<file path="src/rtl/iic_pkg.sv">
// Shared encodings for the IIC EEPROM transaction arbiter: engine call codes,
// arbiter state type and the EEPROM device address.
package iic_pkg;

  localparam logic [1:0] CALL_NONE = 2'b00;
  localparam logic [1:0] CALL_WR   = 2'b10;
  localparam logic [1:0] CALL_RD   = 2'b01;

  localparam logic [6:0] EEPROM_DEV_ADDR = 7'b1010000;

  typedef enum logic [2:0] {
    ST_IDLE   = 3'd0,
    ST_CALL   = 3'd1,
    ST_RESP   = 3'd2,
    ST_WRWAIT = 3'd3,
    ST_ABORT  = 3'd4
  } state_e;

  function automatic logic [1:0] call_enc(input logic we);
    return we ? CALL_WR : CALL_RD;
  endfunction

endpackage

</file>
<file path="src/rtl/iic_rr_arb2.sv">
// Two-way round-robin grant. last_q resets to 1 so requester 0 wins the
// first tie; a lone requester always wins.
module iic_rr_arb2 (
  input  logic       clk,
  input  logic       rst_n,
  input  logic [1:0] valid_i,
  input  logic       update_i,
  output logic       grant_o,
  output logic       grant_valid_o
);

  logic last_q;

  always_comb begin
    grant_valid_o = |valid_i;
    if (valid_i[0] && valid_i[1]) begin
      grant_o = ~last_q;
    end else if (valid_i[1]) begin
      grant_o = 1'b1;
    end else begin
      grant_o = 1'b0;
    end
  end

  always_ff @(posedge clk or negedge rst_n) begin
    if (!rst_n) begin
      last_q <= 1'b1;
    end else if (update_i) begin
      last_q <= grant_o;
    end else begin
      last_q <= last_q;
    end
  end

endmodule

</file>
<file path="src/rtl/iic_eeprom_arbiter.sv">
// Two-client scheduler in front of the single-byte IIC EEPROM engine: grants,
// holds the engine call until done, enforces write recovery and aborts hung calls.
module iic_eeprom_arbiter
  import iic_pkg::*;
#(
  parameter int TWR_CYCLES     = 250000,
  parameter int TIMEOUT_CYCLES = 100000,
  parameter int CNT_W          = 18
) (
  input  logic       clk,
  input  logic       rst_n,
  input  logic       req0_valid,
  input  logic       req0_we,
  input  logic [7:0] req0_addr,
  input  logic [7:0] req0_wdata,
  output logic       req0_ready,
  input  logic       req1_valid,
  input  logic       req1_we,
  input  logic [7:0] req1_addr,
  input  logic [7:0] req1_wdata,
  output logic       req1_ready,
  output logic       rsp0_valid,
  output logic [7:0] rsp0_rdata,
  output logic       rsp0_err,
  output logic       rsp1_valid,
  output logic [7:0] rsp1_rdata,
  output logic       rsp1_err,
  output logic [1:0] iic_call,
  output logic [7:0] iic_addr,
  output logic [7:0] iic_wdata,
  input  logic [7:0] iic_rdata,
  input  logic       iic_done,
  output logic       iic_abort_n,
  output logic       busy
);

  localparam logic [CNT_W-1:0] TO_LAST    = CNT_W'(TIMEOUT_CYCLES - 1);
  localparam logic [CNT_W-1:0] TWR_LAST   = CNT_W'(TWR_CYCLES - 1);
  localparam logic [CNT_W-1:0] ABORT_LAST = CNT_W'(1);
  localparam logic [CNT_W-1:0] CNT_ONE    = CNT_W'(1);
  localparam logic [CNT_W-1:0] CNT_ZERO   = {CNT_W{1'b0}};

  state_e           state_q, state_d;
  logic [CNT_W-1:0] cnt_q, cnt_d;
  logic             we_q, we_d, rid_q, rid_d, err_q, err_d;
  logic [7:0]       addr_q, addr_d, wdata_q, wdata_d;
  logic [1:0]       call_q, call_d;
  logic             abort_n_q, abort_n_d, busy_q, busy_d;
  logic             rsp0_valid_q, rsp1_valid_q, rsp0_err_q, rsp1_err_q;
  logic [7:0]       rsp0_rdata_q, rsp1_rdata_q;
  logic             grant, grant_valid, accept, rsp_load;
  logic [7:0]       rsp_rdata;

  iic_rr_arb2 u_arb (
    .clk           (clk),
    .rst_n         (rst_n),
    .valid_i       ({req1_valid, req0_valid}),
    .update_i      (accept),
    .grant_o       (grant),
    .grant_valid_o (grant_valid)
  );

  assign accept     = (state_q == ST_IDLE) && grant_valid;
  assign req0_ready = accept && !grant;
  assign req1_ready = accept && grant;

  // Next-state logic; the one counter times both the call timeout and write recovery.
  always_comb begin
    state_d   = state_q;
    cnt_d     = cnt_q;
    we_d      = we_q;
    rid_d     = rid_q;
    err_d     = err_q;
    addr_d    = addr_q;
    wdata_d   = wdata_q;
    rsp_load  = 1'b0;
    rsp_rdata = 8'h00;
    case (state_q)
      ST_IDLE: begin
        if (accept) begin
          we_d    = grant ? req1_we    : req0_we;
          addr_d  = grant ? req1_addr  : req0_addr;
          wdata_d = grant ? req1_wdata : req0_wdata;
          rid_d   = grant;
          cnt_d   = CNT_ZERO;
          state_d = ST_CALL;
        end else begin
          state_d = ST_IDLE;
        end
      end
      ST_CALL: begin
        cnt_d = cnt_q + CNT_ONE;
        if (iic_done) begin
          rsp_load  = 1'b1;
          rsp_rdata = we_q ? 8'h00 : iic_rdata;
          err_d     = 1'b0;
          state_d   = ST_RESP;
        end else if (cnt_q == TO_LAST) begin
          cnt_d   = CNT_ZERO;
          state_d = ST_ABORT;
        end else begin
          state_d = ST_CALL;
        end
      end
      ST_ABORT: begin
        cnt_d = cnt_q + CNT_ONE;
        if (cnt_q == ABORT_LAST) begin
          rsp_load = 1'b1;
          err_d    = 1'b1;
          state_d  = ST_RESP;
        end else begin
          state_d = ST_ABORT;
        end
      end
      ST_RESP: begin
        if (we_q && !err_q) begin
          cnt_d   = CNT_ZERO;
          state_d = ST_WRWAIT;
        end else begin
          state_d = ST_IDLE;
        end
      end
      ST_WRWAIT: begin
        cnt_d = cnt_q + CNT_ONE;
        if (cnt_q == TWR_LAST) begin
          state_d = ST_IDLE;
        end else begin
          state_d = ST_WRWAIT;
        end
      end
      default: begin
        state_d = ST_IDLE;
      end
    endcase
    call_d    = (state_d == ST_CALL) ? call_enc(we_d) : CALL_NONE;
    abort_n_d = (state_d != ST_ABORT);
    busy_d    = (state_d != ST_IDLE);
  end

  // State, latched request and registered engine/response outputs.
  always_ff @(posedge clk or negedge rst_n) begin
    if (!rst_n) begin
      state_q      <= ST_IDLE;
      cnt_q        <= CNT_ZERO;
      we_q         <= 1'b0;
      rid_q        <= 1'b0;
      err_q        <= 1'b0;
      addr_q       <= 8'h00;
      wdata_q      <= 8'h00;
      call_q       <= CALL_NONE;
      abort_n_q    <= 1'b1;
      busy_q       <= 1'b0;
      rsp0_valid_q <= 1'b0;
      rsp1_valid_q <= 1'b0;
      rsp0_rdata_q <= 8'h00;
      rsp1_rdata_q <= 8'h00;
      rsp0_err_q   <= 1'b0;
      rsp1_err_q   <= 1'b0;
    end else begin
      state_q      <= state_d;
      cnt_q        <= cnt_d;
      we_q         <= we_d;
      rid_q        <= rid_d;
      err_q        <= err_d;
      addr_q       <= addr_d;
      wdata_q      <= wdata_d;
      call_q       <= call_d;
      abort_n_q    <= abort_n_d;
      busy_q       <= busy_d;
      rsp0_valid_q <= rsp_load && !rid_q;
      rsp1_valid_q <= rsp_load && rid_q;
      if (rsp_load && !rid_q) begin
        rsp0_rdata_q <= rsp_rdata;
        rsp0_err_q   <= err_d;
      end else begin
        rsp0_rdata_q <= rsp0_rdata_q;
        rsp0_err_q   <= rsp0_err_q;
      end
      if (rsp_load && rid_q) begin
        rsp1_rdata_q <= rsp_rdata;
        rsp1_err_q   <= err_d;
      end else begin
        rsp1_rdata_q <= rsp1_rdata_q;
        rsp1_err_q   <= rsp1_err_q;
      end
    end
  end

  assign iic_call    = call_q;
  assign iic_addr    = addr_q;
  assign iic_wdata   = wdata_q;
  assign iic_abort_n = abort_n_q;
  assign busy        = busy_q;
  assign rsp0_valid  = rsp0_valid_q;
  assign rsp0_rdata  = rsp0_rdata_q;
  assign rsp0_err    = rsp0_err_q;
  assign rsp1_valid  = rsp1_valid_q;
  assign rsp1_rdata  = rsp1_rdata_q;
  assign rsp1_err    = rsp1_err_q;

endmodule

</file>
<file path="config.mk">
export PLATFORM = sky130hd
export DESIGN_NAME = iic_eeprom_arbiter
export DESIGN_NICKNAME = d
export VERILOG_FILES = /design/src/rtl/iic_pkg.sv /design/src/rtl/iic_rr_arb2.sv /design/src/rtl/iic_eeprom_arbiter.sv
export SDC_FILE = /design/constraint.sdc
export NUM_CORES = 1
export LEC_CHECK = 0
export BUFFER_PORTS_ARGS = -buffer_cell sky130_fd_sc_hd__buf_2
export CAP_MARGIN = 20
export CORE_UTILIZATION = 54
export CTS_BUF_LIST = sky130_fd_sc_hd__clkbuf_2 sky130_fd_sc_hd__clkbuf_4 sky130_fd_sc_hd__clkbuf_8
export CTS_CLUSTER_SIZE = 20
export DETAILED_ROUTE_END_ITERATION = 7
export GPL_ROUTABILITY_DRIVEN = 1
export GPL_TIMING_DRIVEN = 0
export PLACE_DENSITY_LB_ADDON = 0.1
export SYNTH_ARGS = -nofsm -noshare
export SYNTH_HDL_FRONTEND = slang
export SYNTH_SLANG_ARGS = --single-unit
</file>
<file path="constraint.sdc">
create_clock -name clk -period 5.85 [get_ports clk]
set_input_delay 0.8775 -clock clk [delete_from_list [all_inputs] [get_ports clk]]
set_output_delay 0.8775 -clock clk [all_outputs]
set_load 0.1 [all_outputs]
</file>
# Word-level counts from Yosys, hierarchy flattened

Index checks and enable logic that the tools add are counted.

Output and inout bits: 42
Word-level logic and storage cells: 77
Bits in registers: 65
Input port bits: 47

Equality and inequality tests: 11
Bitwise logic cells: 1
Add/sub/neg operators: 1
Reductions and logical operators: 17
Muxes and demuxes: 30

Operators with widths:

| cell                    | number |
|---|---|
| $mux W18                | 4 |
| $pmux W18 S4            | 1 |
| $mux W8                 | 5 |
| $add A18 B1 Y18 const B | 1 |
| $eq A18 B1 Y1 const B   | 1 |
| $eq A18 B17 Y1 const B  | 1 |
| $eq A18 B18 Y1 const B  | 1 |
| $pmux W3 S5             | 1 |
| $mux W1                 | 10 |
| $mux W3                 | 3 |
| $mux W2                 | 4 |
| $logic_and A1 B1 Y1     | 7 |
| $eq A3 B1 Y1 const B    | 2 |
| $eq A3 B2 Y1 const B    | 2 |
| $ne A2 B2 Y1 const B    | 2 |
| $pmux W1 S2             | 2 |
| $reduce_bool A4 Y1      | 1 |
| $reduce_or A2 Y1        | 2 |
| $eq A3 B3 Y1 const B    | 1 |
| $logic_not A1 Y1        | 3 |
| $logic_not A3 Y1        | 1 |
| $ne A3 B3 Y1 const B    | 1 |
| $reduce_and A3 Y1       | 1 |
| $reduce_bool A3 Y1      | 1 |
| other kinds (2)         | 2 |

# Depth between registers and ports, before layout

Word-level depth: 7
Gate-level depth with buffers: 7
Depth with buffers taken out: 6

# Modules after synthesis

A second synthesis with hierarchy kept.

Cells, all modules: 294
Area, all modules: 3056.7 µm²

Modules (own cells, without submodules):

| module             | cells an instance | instances | area each (µm²) | sequential area each (µm²) |
|---|---|---|---|---|
| iic_eeprom_arbiter | 290               | 1         | 2997.9          | 1602.8 |
| iic_rr_arb2        | 4                 | 1         | 58.8            | 26.3 |

# Worst setup path after synthesis

OpenSTA, ideal clock, no wires.

Path kind: input to output
Start: in req1_valid
End: out req1_ready
Slack: 2.323 ns
Stages on the path: 4
Path buffers: 2
Data arrival time: 2.649 ns
Data required time: 4.973 ns
Cells stage by stage: a21boi_0 > nor2b_1 > clkbuf_1 > buf_1

Longest elaborated chain between the ends: 3
Elaborated cells between the ends (all ways): 6
Those cells by class: mux (2); reduce/logical (4)

RTL lines:

| element                                        | RTL line                                    | RTL |
|---|---|---|
| start, declared                                | iic_eeprom_arbiter.sv:17                    | `input logic req1_valid,` |
| $mux W1, or another cell as far along          | iic_rr_arb2.sv:18                           | `end else if (valid_i[1]) begin` |
| $mux W1 or $logic_and A1 B1 Y1 (tied branches) | iic_rr_arb2.sv:16, iic_eeprom_arbiter.sv:63 |  |
| $logic_and A1 B1 Y1 *                          | iic_eeprom_arbiter.sv:65                    | `assign req1_ready = accept && grant;` |
| end, declared                                  | iic_eeprom_arbiter.sv:21                    | `output logic req1_ready,` |

Mark *: on every way between the ends. The rest lies on a longest branch, timed or not.

# Final worst setup path

Same ends and word-level chain as after synthesis.

==> results.yml <==
logic_synthesis:
  synth_most_common_cell: "sky130_fd_sc_hd__dfrtp_1"
  synthDominantAreaCellType: "sky130_fd_sc_hd__dfrtp_1"
  synth_common_cells: "63 x sky130_fd_sc_hd__dfrtp_1, 24 x sky130_fd_sc_hd__inv_1, 20 x sky130_fd_sc_hd__nand2_1"
  synthesis.instances: 278
  asyncSetResetFlopFracSynth_pct: 100
  yosys-top-cells-area: "sky130_fd_sc_hd__dfrtp_1 53%, sky130_fd_sc_hd__a222oi_1 5.4%, sky130_fd_sc_hd__a22o_1 4.7%"
  postSynth.topFlopCell: "sky130_fd_sc_hd__dfrtp_1"
  syn_area_mm2: 0.00297
  synth_area_per_cell_um2: 10.7
  synth_cell_type_count: 45
  synth_seq_cells: 65
  yosysWarningCount: 0
  netlist.area_leader.share_pct: 53.1
  synthesis.nets: 327
  synth-seq-area-share_pct: 54.9
  synth-edff-count: 0
run_status:
  violated_checks: "design-rule violations"
  outcome: "finished, violations left"
place:
  gp_congestion: 0.903
  dpl.hpwl_um: 4770
  pre_cts_ws_ps: 2200
  placement.io_buffers: 88
timing:
  finalSetupViolations: 0
  timing.final.max_slew_violations: 0
  grt_setup_unrepaired: "false"
  timing.final.crit_period_ps: 3700
  peak_freq_mhz: 270
  timing.final.ws_setup_ps: 2150
  worst_slew_pin_slew_ps: 981
  slew_headroom_pct: 34.1
  finalSetupTns_ps: 0
  final_hold_viol_count: 0
  layout_worst_path_cycle_share_pct: 63.3
  clock_skew_ps: 5.62
min_path:
  holdPathEnd: "rsp1_rdata[2]"
  timing.hold.worst.start: "rsp1_rdata[2]"
  min_path_cells: 1
  timing.hold.worst.class: "register to register"
routing:
  vias: 2641
  detail_route.drc_violations: 1
  detail_route.wl_per_cell_um: 15.2
  wirelength_um: 6850
  drt-vias-per-instance: 5.84
  drt_pre_antenna_iters: 7
  first_iter_violations: 241
  postRouteAntennaNets: 0
worst_setup_path:
  crit_path_end_kind: "primary output"
  worst_setup_path_start_kind: "input port"
  reg2reg_depth: 5
  critical_path_required_ps: 4970
  cpPeakStageDelay_ps: 510
  cells_along_the_critical_path: "buf_2, a21boi_0, nor2b_1, clkbuf_1, buf_1, buf_2"
  rr_startpoint: "cnt_q[5]"
  timing.critical_path.mode_cell: "sky130_fd_sc_hd__buf_2"
  r2r_end: "rsp0_rdata[4]"
  crit_path_max_fanout: 10
  arrival_ps: 2820
  critPathSlowestCell: "sky130_fd_sc_hd__buf_2"
  worstSetupPathType: "input port to primary output"
  register_to_register_path_setup_slack_ps: 3330
floorplanning:
  die_h_um: 76.1
  core_mm2: 0.00520
  pin_count: 89
  start_util_pct: 57.0
  dieWidth_um: 76.1
  fp.dieArea_mm2: 0.00579
  placementRows: 26
global_route:
  grt_max_degree: 43
  grt_overflow: 0
  grt_first_pass_wirelength_um: 12000
  grt_antenna_before_repair: 0
  grt_use_total_pct: 26.5
  first_global_vias: 2543
clock_network:
  clk_pin_slew_ps: 70
  clock-root-buffer: "sky130_fd_sc_hd__clkbuf_8"
  holdBufCountCts: 0
  cts_tree: "built"
  insertion_delay_ps: 340
  post-cts-setup-buffers: 0
  cts_max_level: 3
  clock_sink_count: 65
  cts.repair.resized: 0
  cts_buffer_count: 9
  clockBufferDepth: 2
layout:
  synthToLayoutAreaGrowth_pct: 25.2
  num-fill-cells: 402
  multi_input_area_mm2: 0.00118
  n_antenna_cell: 0
  reg_area_mm2: 0.00163
  drive_above_1_share_pct: 30.6
  fin_nets: 427
job:
  cap_viol_max_count: 0
-- sequential cells by signal (all words and copies together), names as in the netlist, 2 cells and up --
register and cells:
rsp1_rdata 8, iic_call 2, rsp0_rdata 8, iic_addr 8, state_q 3, cnt_q 18, iic_wdata 8
-- critical path, delay by kind of cell --
| family | cells | cell delay [ps] |
|---|---|---|
| buf+inv | 4 | 1390 |
| compound gates | 1 | 370 |
| simple gates | 1 | 180 |
-- final cells by class --
class	instances	share of cell area, %
Tap cell	70	2.36
Multi-Input combinational cell	173	31.8
Clock buffer	12	4.28
Timing Repair Buffer	89	12.4
Inverter	24	2.43
Buffer	16	1.82
Sequential cell	65	43.9
Clock inverter	3	1.08
-- placed cells by master, fill, tap and decap left out, types with 12 or more instances in the layout --
master	n
sky130_fd_sc_hd__dfrtp_1	63
sky130_fd_sc_hd__a222oi_1	16
sky130_fd_sc_hd__a22o_1	16
sky130_fd_sc_hd__nand3_1	12
sky130_fd_sc_hd__inv_1	24
sky130_fd_sc_hd__nand2_1	20
sky130_fd_sc_hd__clkbuf_1	14
sky130_fd_sc_hd__buf_2	88
-- layer usage --
layer | up-vias | global-route usage (%) | wire [µm] | part of all wire (%)
met2 | 122 | 42.1 | 3270 | 48
met5 | - | 0 | 0 | 0
li1 | 1255 | - | - | -
met1 | 1254 | 35.2 | 3060 | 45
met4 | 0 | 8.46 | 74 | 1.1
met3 | 10 | 7.66 | 450 | 6.6
-- cells by family after synthesis --
| logic type | after synthesis | synth area share (%) |
|---|---|---|
| adders and majority gates | 2 | 0.843 |
| and+or+nand+nor | 81 | 15.1 |
| muxes | 3 | 1.01 |
| AOI/OAI and AO/OA | 87 | 22.8 |
| buffers and inverters | 40 | 5.31 |
| DFF | 65 | 54.9 |
-- worst max-delay path by stage --
stage,to,depth (start not counted),start
after floorplan,req1_ready,4,req1_valid
after global placement,req1_ready,6,req1_valid
after detailed placement,req1_ready,6,req1_valid
after CTS,req1_ready,6,req1_valid
after global routing,req0_ready,5,state_q[2]
final,req1_ready,6,req1_valid
-- stage by stage --
| stage | std cells | area [µm²] | utilization, % | hold WS, ps |
|---|---|---|---|---|
| after floorplan | 278 | 2970 | - | 466 |
| after global placement | 436 | 3490 | 67.1 | 481 |
| after detailed placement | 437 | 3510 | 67.5 | 487 |
| after CTS | 452 | 3710 | 71.3 | 506 |
| after global routing | 452 | 3710 | 71.3 | 515 |
| final | 452 | 3710 | 71.3 | 499 |
Power is left out: the tool's default activity adds up to more than one toggle a clock period on the data nets, which glitch-free logic cannot reach.
